`src/rtl/serial_alu_ctrl.sv`:
```
// serial_alu_ctrl: bit-serial ALU sequencer driving operand/result shift registers (optional ovf port via SERIAL_ALU_OVF_EN)
module serial_alu_ctrl #(
  parameter int WIDTH = 8
) (
  input  logic             clk,
  input  logic             rst_n,
  input  logic             req_valid,
  output logic             req_ready,
  input  logic [1:0]       req_op,
  input  logic [WIDTH-1:0] req_a,
  input  logic [WIDTH-1:0] req_b,
  output logic             sr_en,
  output logic             sr_load,
  output logic [WIDTH-1:0] sr_a_pin,
  output logic [WIDTH-1:0] sr_b_pin,
  input  logic             a_bit,
  input  logic             b_bit,
  output logic             res_bit,
  output logic             res_en,
  output logic             resp_valid,
  input  logic             resp_ready,
  output logic             carry_out,
  output logic             zero
`ifdef SERIAL_ALU_OVF_EN
  ,
  output logic             ovf
`endif
);
  localparam int CW = $clog2(WIDTH) + 1;
  localparam logic [1:0] OP_SUB = 2'b01;
  typedef enum logic [1:0] {IDLE, LOAD, SHIFT, DONE} state_t;
  state_t state, state_nx;
  logic [1:0]       op_q;
  logic [WIDTH-1:0] a_q, b_q;
  logic             carry_q, zt_q;
  logic [CW-1:0]    cnt_q;
  logic             arith, b_eff, sum_bit, maj, alu_bit, last;
  assign arith    = ~op_q[1];
  assign b_eff    = b_bit ^ (op_q == OP_SUB);
  assign sum_bit  = a_bit ^ b_eff ^ carry_q;
  assign maj      = (a_bit & b_eff) | (a_bit & carry_q) | (b_eff & carry_q);
  assign alu_bit  = arith ? sum_bit : op_q[0] ? a_bit ^ b_eff : a_bit & b_eff;
  assign last     = cnt_q == CW'(WIDTH - 1);
  assign sr_a_pin = a_q;
  assign sr_b_pin = b_q;
  assign carry_out = (state == DONE) & carry_q;
  assign zero      = (state == DONE) & zt_q;
  // state register
  always_ff @(posedge clk or negedge rst_n) begin
    if (!rst_n) state <= IDLE;
    else        state <= state_nx;
  end
  // next-state and strobe decode
  always_comb begin
    state_nx   = state;
    req_ready  = 1'b0;
    sr_en      = 1'b0;
    sr_load    = 1'b0;
    res_en     = 1'b0;
    res_bit    = 1'b0;
    resp_valid = 1'b0;
    case (state)
      IDLE: begin
        req_ready = 1'b1;
        if (req_valid) state_nx = LOAD;
      end
      LOAD: begin
        sr_en    = 1'b1;
        sr_load  = 1'b1;
        state_nx = SHIFT;
      end
      SHIFT: begin
        sr_en   = 1'b1;
        res_en  = 1'b1;
        res_bit = alu_bit;
        if (last) state_nx = DONE;
      end
      default: begin
        resp_valid = 1'b1;
        if (resp_ready) state_nx = IDLE;
      end
    endcase
  end
  // operand capture, carry chain, bit counter and zero tracking
  always_ff @(posedge clk or negedge rst_n) begin
    if (!rst_n) begin
      a_q     <= '0;
      b_q     <= '0;
      op_q    <= '0;
      carry_q <= 1'b0;
      zt_q    <= 1'b0;
      cnt_q   <= '0;
    end else if (state == IDLE && req_valid) begin
      a_q  <= req_a;
      b_q  <= req_b;
      op_q <= req_op;
    end else if (state == LOAD) begin
      carry_q <= op_q == OP_SUB;
      zt_q    <= 1'b1;
      cnt_q   <= '0;
    end else if (state == SHIFT) begin
      carry_q <= arith & maj;
      zt_q    <= zt_q & ~alu_bit;
      cnt_q   <= cnt_q + 1'b1;
    end
  end
`ifdef SERIAL_ALU_OVF_EN
  logic ovf_q;
  assign ovf = ovf_q;
  // signed overflow: carry into MSB differs from carry out of MSB
  always_ff @(posedge clk or negedge rst_n) begin
    if (!rst_n)                       ovf_q <= 1'b0;
    else if (state == LOAD)           ovf_q <= 1'b0;
    else if (state == SHIFT && last)  ovf_q <= arith & (carry_q ^ maj);
  end
`endif
endmodule

```
`config.mk`:
```
export PLATFORM = sky130hd
export DESIGN_NAME = serial_alu_ctrl
export DESIGN_NICKNAME = d
export VERILOG_FILES = /design/src/rtl/serial_alu_ctrl.sv
export SDC_FILE = /design/constraint.sdc
export NUM_CORES = 1
export LEC_CHECK = 0
export ABC_AREA = 1
export BUFFER_PORTS_ARGS = -buffer_cell sky130_fd_sc_hd__buf_2
export CAP_MARGIN = 10
export CORE_AREA = 2 2 55 57
export CTS_CLUSTER_SIZE = 28
export DETAILED_ROUTE_END_ITERATION = 7
export DIE_AREA = 0 0 57 59
export PLACE_DENSITY_LB_ADDON = 0.3
export SLEW_MARGIN = 20
export SYNTH_ARGS = -nofsm -noshare
export SYNTH_HDL_FRONTEND = slang
export SYNTH_SLANG_ARGS = --single-unit
```
`constraint.sdc`:
```
create_clock -name clk -period 1.8 [get_ports clk]
set_input_delay 0.09 -clock clk [delete_from_list [all_inputs] [get_ports clk]]
set_output_delay 0.09 -clock clk [all_outputs]
set_load 0.01 [all_outputs]
```
==> results.json <==
{
  "finalCriticalPeriod_ns": 2.13,
  "cpMostUsedCell": "nand2_2",
  "max_freq_mhz": 469,
  "hp-start": "req_op[1]",
  "rsz0062_at_grt": "true",
  "cp_max_fo": 2,
  "critPathMaxStageDelay_ns": 0.45,
  "fin_ws_ns": -0.332,
  "fp-row-count": 19,
  "syn_area_um2": 1290,
  "cts_sinks": 26,
  "num_antenna_cells": 0,
  "synth.distinct_cells": 17,
  "final.fill_count": 208,
  "worstPathArrival_ns": 2.04,
  "holdWs_ns": 0.0363,
  "fin_crit_sh": 1.18,
  "grt-ovfl-total": 0,
  "wirelength_um": 2710,
  "r2r_start": "op_q[1]",
  "cts.reportedPaths.clkPinSlew_ns": 0.14,
  "p_leak_nw": 1.01,
  "worstMarginPinSlew_ns": 0.570,
  "synth.area.top_cells": "dfrtp_1 50%, mux2_4 17%, nand2_1 7.0%",
  "synth_top_area_share": 0.504,
  "dp_cells": 193,
  "ys_seq_area_frac": 0.504,
  "antenna_found_initial": 0,
  "multiInputGateArea_um2": 579,
  "grt_pass1_wl_um": 4440,
  "peakVddDrop_uv": 1150,
  "grt_util_all_layers": 0.177,
  "start_util": 0.476,
  "drv_slew": 0,
  "critPathCaptureType": "output port",
  "area_growth_pct": 40.9,
  "numPortBuffers": 47,
  "htree_num_levels": 1,
  "power_density_nw_per_um2": 1660,
  "worstRegToRegCells": 9,
  "via_per_inst": 4.86,
  "crit_chain": "inv_2, nand2_2, xor2_1, inv_1, fa_1, or2_4, nand2_2, nor2_1, buf_2",
  "cts_buffer_depth": 2,
  "status": "complete, but fails checks",
  "cap_violations": 0,
  "clk_latency_ns": 0.32,
  "regArea_um2": 651,
  "fin_cells": 220,
  "io_pins": 48,
  "nets": 222,
  "drtAntennaViolNets": 0,
  "criticalPathCategory": "reg2out",
  "layout-drive-gt1-share": 0.429,
  "clock-root-buffer": "clkbuf_4",
  "skew_ns": 0.00384,
  "cp-start-kind": "register",
  "die-area_um2": 3360,
  "syn_avg_cell_area_um2": 11.2,
  "regToRegSetupSlack_ns": 0.07,
  "finalPower_mw": 3.02,
  "required_ns": 1.71,
  "syn_nets": 147,
  "hold-path-cell-count": 3,
  "firstDrtPassIters": 4,
  "coreArea_um2": 2710,
  "place.gp.congestion": 0.762,
  "mostFrequentLayoutCells": "47 x buf_2, 26 x dfrtp_1, 22 x nand2_1, 18 x dlygate4sd3_1, 15 x mux2_4",
  "dr_total_vias": 1069,
  "hold_violations": 0,
  "die_h_um": 59,
  "grt_pass1_vias": 1074,
  "route.detailed.drc": 0,
  "hold_end": "op_q[1]",
  "r2r_end": "zt_q",
  "post-dp-hpwl_um": 1840,
  "synthCells": 115,
  "cpMaxStageDelayCell": "fa_1",
  "cts_tree": "yes",
  "die_w_um": 57,
  "max_slew_margin": 0.620,
  "synth_warnings": 0,
  "setup_viol_count_final": 1,
  "cts_buffers": 3,
  "drt_iter0_markers": 23,
  "violations": "negative setup slack",
  "min_path_type": "in2reg",
  "synth-seq-cells": 26,
  "wl_per_cell_um": 12.3,
  "final_common_cell": "buf_2",
  "grt_max_degree": 27,
  "yosys.area.top_type": "dfrtp_1"
}
==> flip-flops by register name, summed over array words and instances, names as in the netlist <==
signal and count:
sr_b_pin 8, state 2, carry_q 1, op_q 2, sr_a_pin 8, zt_q 1
cnt_q 4
==> worst max path at each step <==
stage / from / to / cells after the start
after CTS: op_q[1] / res_bit / 9
after floorplan: op_q[1] / zt_q / 9
after global placement: op_q[1] / res_bit / 9
after detailed placement: op_q[1] / res_bit / 9
final: op_q[1] / res_bit / 9
after global routing: op_q[0] / res_bit / 8
==> kinds of logic after synthesis <==
kind of cell	Yosys count	synth area share
xor+xnor	1	0.00679
buf+inv	14	0.0524
flops	26	0.504
mux	16	0.183
fa+ha+maj	8	0.0834
compound gates	11	0.0446
simple gates	39	0.125
==> layout make-up <==
cell class,count,area share
multi-input combinational,75,0.319
sequential,26,0.358
timing repair buffer,72,0.257
inverter,12,0.0248
tap,31,0.0213
clock buffer,4,0.0200
==> layer usage <==
| layer | global-route usage | vias up | routed length, µm |
|---|---|---|---|
| li1 | - | 518 | - |
| met1 | 0.199 | 513 | 1180 |
| met2 | 0.300 | 32 | 1340 |
| met3 | 0.0349 | 6 | 117 |
| met4 | 0.130 | 0 | 78 |
| met5 | 0 | - | 0 |
==> power breakdown <==
part           internal (mW)  switching (mW)  total (mW)
Clock                  0.124           0.176       0.300
Sequential             0.873           0.185        1.06
Combinational          0.852           0.809        1.66
Total                   1.85            1.17        3.02
==> repair_timing <==
| action | in CTS | in global routing |
|---|---|---|
| setup buffers | 3 | 2 |
| gates resized for setup | 4 | 0 |
| setup endpoints to repair | 2 | 2 |
| pin swaps | 1 | 1 |
| hold buffers | 17 | 1 |
| hold endpoints to repair | 42 | 1 |
==> cell usage after synthesis <==
cell type and instances:
buf_6 2, dfrtp_1 26, o21a_1 1, a21oi_1 5, inv_1 11, nand3_1 6, o21ai_0 5, nor2_1 6
nand2_1 24, inv_2 1, xor2_1 1, fa_1 1, mux2_4 15, ha_1 7, nand2_2 2, or2_2 1
mux2_2 1
==> through the flow <==
stage	TNS (ns)	utilization	setup slack, ns	cell area (µm²)
2_1_floorplan	0	-	0.197	1290
3_3_place_gp	0	0.574	0.0716	1560
3_5_place_dp	-0.0416	0.574	-0.0416	1560
4_1_cts	-0.321	0.662	-0.321	1790
5_1_grt	-0.404	0.671	-0.404	1820
6_report	-0.332	0.671	-0.332	1820
==> critical path: cells and delay by family (launching register included) <==
| family | cells | cell delay [ns] |
|---|---|---|
| AND/OR/NAND/NOR | 4 | 0.39 |
| adder cells (fa/ha/maj) | 1 | 0.45 |
| flip-flops | 1 | 0.42 |
| XOR/XNOR | 1 | 0.17 |
| buffers and inverters | 3 | 0.30 |
Power figures use the tool's default switching activity.
